[src/rtl/riscv_pkg.sv]
// riscv_pkg: shared pipeline types for register addresses and data words.
package riscv_pkg;
    localparam int XLEN = 32;
    localparam int REG_AW = 5;
    typedef logic [REG_AW-1:0] reg_addr_t;
    typedef logic [XLEN-1:0] xlen_t;
endpackage

[src/rtl/riscv_scoreboard.sv]
// riscv_scoreboard: per-register in-flight write counters, busy/issue gating and wb_unexpected.
// REGFILE_BYPASS_EN treats a same-cycle writeback as already committed for busy.
module riscv_scoreboard
    import riscv_pkg::*;
#(
    parameter int NREG = 32,
    parameter int PEND_W = 2
) (
    input  logic      clk,
    input  logic      reset,
    input  reg_addr_t rs1_a,
    input  reg_addr_t rs2_a,
    input  logic      issue_e,
    input  logic      issue_use_rs1,
    input  logic      issue_use_rs2,
    input  reg_addr_t issue_rd,
    input  logic      wb_e,
    input  reg_addr_t wb_a,
    output logic      rs1_busy,
    output logic      rs2_busy,
    output logic      issue_ready,
    output logic      wb_unexpected
);
    logic [PEND_W-1:0] pend [NREG];
    logic [NREG-1:0] inc, dec;
    logic accept, wb_hit, unexpected;

    assign wb_hit = wb_e && wb_a != '0;
`ifdef REGFILE_BYPASS_EN
    assign rs1_busy = (wb_hit && wb_a == rs1_a) ? pend[rs1_a] > PEND_W'(1) : pend[rs1_a] != '0;
    assign rs2_busy = (wb_hit && wb_a == rs2_a) ? pend[rs2_a] > PEND_W'(1) : pend[rs2_a] != '0;
`else
    assign rs1_busy = pend[rs1_a] != '0;
    assign rs2_busy = pend[rs2_a] != '0;
`endif
    assign issue_ready = !((issue_use_rs1 && rs1_busy) || (issue_use_rs2 && rs2_busy) ||
                           (issue_rd != '0 && pend[issue_rd] == '1));
    assign accept = issue_e && issue_ready;
    // a same-cycle issue to the same rd cancels the decrement, so it is not unexpected
    assign unexpected = wb_hit && pend[wb_a] == '0 && !(accept && issue_rd == wb_a);

    always_comb begin
        inc = '0;
        dec = '0;
        for (int r = 1; r < NREG; r++) begin
            inc[r] = accept && issue_rd == reg_addr_t'(r);
            dec[r] = wb_e && wb_a == reg_addr_t'(r);
        end
    end

    always_ff @(posedge clk) begin
        if (reset) begin
            for (int r = 0; r < NREG; r++) pend[r] <= '0;
            wb_unexpected <= 1'b0;
        end else begin
            pend[0] <= '0;
            for (int r = 1; r < NREG; r++) begin
                if (inc[r] && !dec[r]) pend[r] <= pend[r] + PEND_W'(1);
                else if (dec[r] && !inc[r] && pend[r] != '0) pend[r] <= pend[r] - PEND_W'(1);
            end
            wb_unexpected <= wb_unexpected | unexpected;
        end
    end
endmodule

[src/rtl/riscv_regfile_sb.sv]
// riscv_regfile_sb: integer register file with pending-write scoreboard and retire counter.
// REGFILE_BYPASS_EN forwards same-cycle writeback data to the read ports.
module riscv_regfile_sb
    import riscv_pkg::*;
#(
    parameter int XLEN = riscv_pkg::XLEN,
    parameter int NREG = 32,
    parameter int PEND_W = 2
) (
    input  logic            clk,
    input  logic            reset,
    input  reg_addr_t       rs1_a,
    input  reg_addr_t       rs2_a,
    output logic [XLEN-1:0] rs1_d,
    output logic [XLEN-1:0] rs2_d,
    output logic            rs1_busy,
    output logic            rs2_busy,
    input  logic            issue_e,
    input  logic            issue_use_rs1,
    input  logic            issue_use_rs2,
    input  reg_addr_t       issue_rd,
    output logic            issue_ready,
    input  logic            wb_e,
    input  reg_addr_t       wb_a,
    input  logic [XLEN-1:0] wb_d,
    output logic [63:0]     instret,
    output logic            wb_unexpected
);
    logic [XLEN-1:0] regs [NREG];

    riscv_scoreboard #(.NREG(NREG), .PEND_W(PEND_W)) u_sb (
        .clk(clk),
        .reset(reset),
        .rs1_a(rs1_a),
        .rs2_a(rs2_a),
        .issue_e(issue_e),
        .issue_use_rs1(issue_use_rs1),
        .issue_use_rs2(issue_use_rs2),
        .issue_rd(issue_rd),
        .wb_e(wb_e),
        .wb_a(wb_a),
        .rs1_busy(rs1_busy),
        .rs2_busy(rs2_busy),
        .issue_ready(issue_ready),
        .wb_unexpected(wb_unexpected)
    );

`ifdef REGFILE_BYPASS_EN
    assign rs1_d = (rs1_a == '0) ? '0 : (wb_e && wb_a == rs1_a) ? wb_d : regs[rs1_a];
    assign rs2_d = (rs2_a == '0) ? '0 : (wb_e && wb_a == rs2_a) ? wb_d : regs[rs2_a];
`else
    assign rs1_d = (rs1_a == '0) ? '0 : regs[rs1_a];
    assign rs2_d = (rs2_a == '0) ? '0 : regs[rs2_a];
`endif

    always_ff @(posedge clk) begin
        if (reset) begin
            for (int r = 0; r < NREG; r++) regs[r] <= '0;
            instret <= '0;
        end else begin
            if (wb_e && wb_a != '0) regs[wb_a] <= wb_d;
            if (wb_e) instret <= instret + 64'd1;
        end
    end
endmodule

[config.mk]
export PLATFORM = sky130hd
export DESIGN_NAME = riscv_regfile_sb
export DESIGN_NICKNAME = d
export VERILOG_FILES = /design/src/rtl/riscv_pkg.sv /design/src/rtl/riscv_scoreboard.sv /design/src/rtl/riscv_regfile_sb.sv
export SDC_FILE = /design/constraint.sdc
export NUM_CORES = 2
export LEC_CHECK = 0
export BUFFER_PORTS_ARGS = -buffer_cell sky130_fd_sc_hd__buf_2
export CORE_MARGIN = 3
export CORE_UTILIZATION = 45
export CTS_CLUSTER_DIAMETER = 40
export CTS_CLUSTER_SIZE = 40
export DETAILED_ROUTE_END_ITERATION = 10
export SETUP_SLACK_MARGIN = 0.15
export SLEW_MARGIN = 20
export SYNTH_ARGS = -nofsm -noshare
export SYNTH_HDL_FRONTEND = slang
export SYNTH_HIERARCHICAL = 1
export SYNTH_SLANG_ARGS = --single-unit
export TNS_END_PERCENT = 10
[constraint.sdc]
create_clock -name clk -period 3.3 [get_ports clk]
set_input_delay 0.33 -clock clk [delete_from_list [all_inputs] [get_ports clk]]
set_output_delay 0.33 -clock clk [all_outputs]
set_load 0.01 [all_outputs]
-- Word level (Yosys, flattened, before mapping)
Memories as Yosys holds them, arrays and structs flattened.
Cells that the tools add are included.
- $add $sub $neg: 63
- equal/unequal tests: 64
- multiplexer cells: 291
- bitwise operators: 64
- reduce and logical (&&, ||, !) cells: 268
- operator list (cell ; number):
    1-bit two-way mux ; 224
    1-bit logical AND ; 163
    5-bit equality test (second input constant) ; 32
    2-bit two-way mux ; 63
    32-bit two-way mux ; 3
    5-bit by 4-bit equality test with 1-bit output (second input constant) ; 16
    2-bit nonzero test ; 33
    64-bit by 1-bit adder with 64-bit output (second input constant) ; 1
    1-bit logical NOT ; 64
    1-bit bitwise OR ; 64
    2-bit by 1-bit adder with 2-bit output (second input constant) ; 31
    2-bit by 1-bit subtractor with 2-bit output (second input constant) ; 31
    5-bit by 3-bit equality test with 1-bit output (second input constant) ; 8
    32-bit OR reduction ; 1
    5-bit by 2-bit equality test with 1-bit output (second input constant) ; 4
    5-bit by 1-bit equality test with 1-bit output (second input constant) ; 2
    5-bit logical NOT ; 2
    5-bit nonzero test ; 2
    5-bit equality test ; 1
    5-bit two-way mux ; 1
    2-bit equality test (second input constant) ; 1
    2-bit logical NOT ; 1
    1-bit logical OR ; 2
- register bits after elaboration: 65
- bits in writable memories: 1088
- word-level logic and storage cells: 754
- memories: 2
- memories (memory ; depth ; bits a word ; read ports ; clocked after memory_dff ; wr ports ; line ; RTL):
    regs ; 32 ; 32 ; 2 ; 0 ; 32 ; riscv_regfile_sb.sv:29 ; logic [XLEN-1:0] regs [NREG];
    u_sb.pend ; 32 ; 2 ; 35 ; 0 ; 32 ; riscv_scoreboard.sv:24 ; logic [PEND_W-1:0] pend [NREG];

-- Depth between registers and ports, before layout
An unclocked memory read counts as a cell.
- word-level depth: 16
- depth in mapped cells: 13
- gate-level depth less buffers: 9

-- Hierarchy
Netlist, hierarchy kept.
- modules (own cells, without submodules) (module ; times used ; cells an instance ; area each (um2) ; seq. area each (um2)):
    riscv_regfile_sb ; 1 ; 3877 ; 57263.7 ; 32030.7
    riscv_scoreboard ; 1 ; 677 ; 5786.8 ; 1881.8

-- Worst setup path before layout
OpenSTA, ideal clock, no wires.
- path type: input port to flip-flop
- start point: input port issue_rd[0]
- end point: memory u_sb.pend[16][0] (enable)
- data arrival time: 2.612 ns
- data required time: 3.038 ns
- path slack: 0.426 ns
- stages: 10
- buffers on the path: 2
- cells stage by stage: buf_6 mux4_2 a32oi_1 o41a_1 or4_1 a21bo_4 nor4_4 buf_2 a211oi_1 or3b_2
- RTL lines (element ; line ; RTL):
    start, declared ; riscv_regfile_sb.sv:21 ; input reg_addr_t issue_rd,
    end, declared ; riscv_scoreboard.sv:24 ;

==> results_dict.tcl <==
set metrics [dict create \
    status "completed" \
    synth_area_leaders "edfxtp_1 (52%), mux4_2 (19%), and2_1 (10%)" \
    grt_pass1_vias 43266 \
    worst_path_max_delay_cell "or4_4" \
    layout_commonest_cell "edfxtp_1" \
    ioPinCount 190 \
    slew_headroom_pct 28.3 \
    yosys.area.top_type_share_pct 51.7 \
    cts_buffers 172 \
    std_cell_rows 136 \
    cp-end-kind "output port" \
    finalSetupViolations 0 \
    cpLargestDelayFamily "simple AND/OR/NAND/NOR gates" \
    n_fill_cell 11275 \
    crit_buf_inv 2 \
    start_kind "flop" \
    grt.overflow.total 0 \
    place_area_sq_um 67900 \
    hold_class "input port to flop" \
    rsz0062_at_grt "yes" \
    drt_first_pass_iters 7 \
    dpl.hpwl_mm 134 \
    maxCapViolCount 0 \
    cts_tree "done" \
    ys_async_sr_fraction_pct 0 \
    ir_worst_vdd_mv 0.551 \
    drt-initial-drc-count 6276 \
    initial_utilization_pct 45.6 \
    yosys.area.top_type "edfxtp_1" \
    final_antenna_net_count 0 \
    crit_arrival_ns 2.93 \
    clockRootBuffer "clkbuf_16" \
    clkTransAtPathRegs_ns 0.05 \
    htree_levels 4 \
    design.core.area_sq_um 138000 \
    route.detailed.drc 0 \
    viasPerCell 6.40 \
    die_w_um 380 \
    synth_seq_area_share_pct 53.8 \
    p_leak_uw 0.0260 \
    post-route-period-util_pct 98.7 \
    powerDensity_nw_per_um2 547 \
    final_area_sq_um 74200 \
    finalWirelength_mm 222 \
    crit_required_ns 2.97 \
    synth-seq-cells 1151 \
    netlist_instances 4554 \
    num_vias 43889 \
    grt_pass1_wl_mm 315 \
    finalPower_uw 40600 \
    syn_to_final_growth_pct 17.7 \
    gp_congestion 0.915 \
    reg2reg_setup_slack_ns 0.09 \
    fin_cells 6857 \
    hold_viol 0 \
    dieArea_sq_um 145000 \
    cts_sinks 1151 \
    clock_latency_ns 0.80 \
    wire_per_inst_um 32.3 \
    antenna_found_initial 19 \
    ys_warn_count 6 \
    synth_cell_type_count 69 \
    worst-path-max-fanout 5 \
    grt_max_degree 96 \
    syn_area_per_cell_sq_um 13.8 \
    post-route-min-period_ns 3.26 \
    synth-main-ff-cell "edfxtp_1" \
    slew_viol_final 0 \
    layout_common_cells "edfxtp_1 (1086), and2_1 (1004), mux4_2 (537)" \
    seq_area_sq_um 33900 \
    max_stage_delay_ns 0.55 \
    path_cells "mux4_2, nor2b_1, o41a_1, or4_4, a21bo_4, nor3_2, buf_4, buf_6" \
    fin_skew_ns 0.0285 \
    critPathKind "flop to output port" \
    fmax_mhz 307 \
    grt_util_all_layers_pct 30.3 \
    multi_input_comb_area_sq_um 27700 \
    synth_edf_count 1086 \
    io_buffers 189 \
    dp.cells 6501 \
    die_y_um 380 \
    drive_gt1_share_pct 30.8 \
    fin_tns_setup_ns 0 \
    worstMarginPinSlew_ns 1.07 \
    clk_path_buf_depth 3 \
    layout.nets 4899 \
    syn_area_sq_um 63100 \
]
sequential cells by signal, indices dropped and copies added, names as in the netlist:
signal,flops
instret,64
u_sb/pend,62
u_sb/wb_unexpected,1
regs,1024
layout make-up:
type / instances / share of cell area (%)
flip-flops and latches: 1151 / 45.7
multi-input cells: 2976 / 37.4
clock buffers: 196 / 6.12
repair buffers: 524 / 5.68
well taps: 1863 / 3.14
clock inverters: 127 / 1.90
inverters: 14 / 0.0708
diodes: 6 / 0.0202
routing by layer:
| layer | routed length, um | GRT usage, % | up-vias |
|---|---|---|---|
| met5 | 23 | 0 | - |
| met4 | 10400 | 13.5 | 4 |
| met3 | 23600 | 6.88 | 511 |
| met2 | 103000 | 46.8 | 2656 |
| met1 | 84900 | 41.2 | 22641 |
| li1 | - | - | 18077 |
stage by stage:
step	hold slack, ns	utilization (%)	worst slack [ns]
after CTS	0.0197	53.4	0.00795
final	0.0668	53.7	0.0433
after global routing	0.0619	53.6	-0.0443
after detailed placement	0.495	49.0	-0.0234
after floorplan	0.496	-	0.426
after global placement	0.478	49.0	-0.0760
cells in the mapped netlist, types with 65 or more instances:
cell type and instances:
o22ai_1 69, mux2i_1 77, a21oi_1 110, nand2_1 98, clkbuf_1 327, and2_1 1004
buf_2 82, mux4_2 537, nor2_1 192, dfxtp_1 65, nor2b_1 83, mux2_2 68
o21ai_0 107, a211oi_1 74, edfxtp_1 1086, nor4_1 80
cells by family (layout without fill, tap and decap cells):
group | count (synthesis) | count (layout) | share of synthesized area, %
multiplexers | 684 | 684 | 21.7
XOR/XNOR | 62 | 62 | 0.861
AO/OA/AOI/OAI | 443 | 443 | 4.39
adder cells (fa/ha/maj) | 2 | 2 | 0.0397
flip-flops | 1151 | 1151 | 53.8
AND/OR/NAND/NOR | 1753 | 1753 | 16.3
buffers and inverters | 458 | 861 | 2.99
other | 1 | 38 | 0.00595
timing repair:
action,4_1_cts,5_1_grt
endpoints found under the hold margin,6,0
pin swaps,4,11
resized for setup,18,33
hold buffers,1,0
setup buffers,4,22
setup endpoints to repair,14,86
where the power goes:
group	internal (uW)	switching, uW
sequential	16700	418
combinational	2000	2590
clock	11700	7190
total	30400	10200
worst reg2reg max path: stages (launching register included):
cell and delay, ns:
edfxtp_1 0.45, buf_4 0.18, nor3_1 0.21, a21oi_1 0.07, o2111ai_1 0.19, o311a_1 0.32
o221a_2 0.27, nand4_1 0.11, buf_4 0.19, or3_1 0.38, or3b_2 0.48, a21oi_1 0.19
worst paths after layout:
| kind | from | end | cells past startpoint |
|---|---|---|---|
| setup / recovery | u_sb/pend[4][1] | issue_ready | 8 |
| hold / removal | issue_e | u_sb/wb_unexpected | 3 |
| setup reg to reg | u_sb/pend[8][0] | u_sb/pend[8][1] | 11 |
| hold reg to reg | instret[53] | instret[53] | 2 |
No activity file was read; power rests on OpenSTA's default activity.
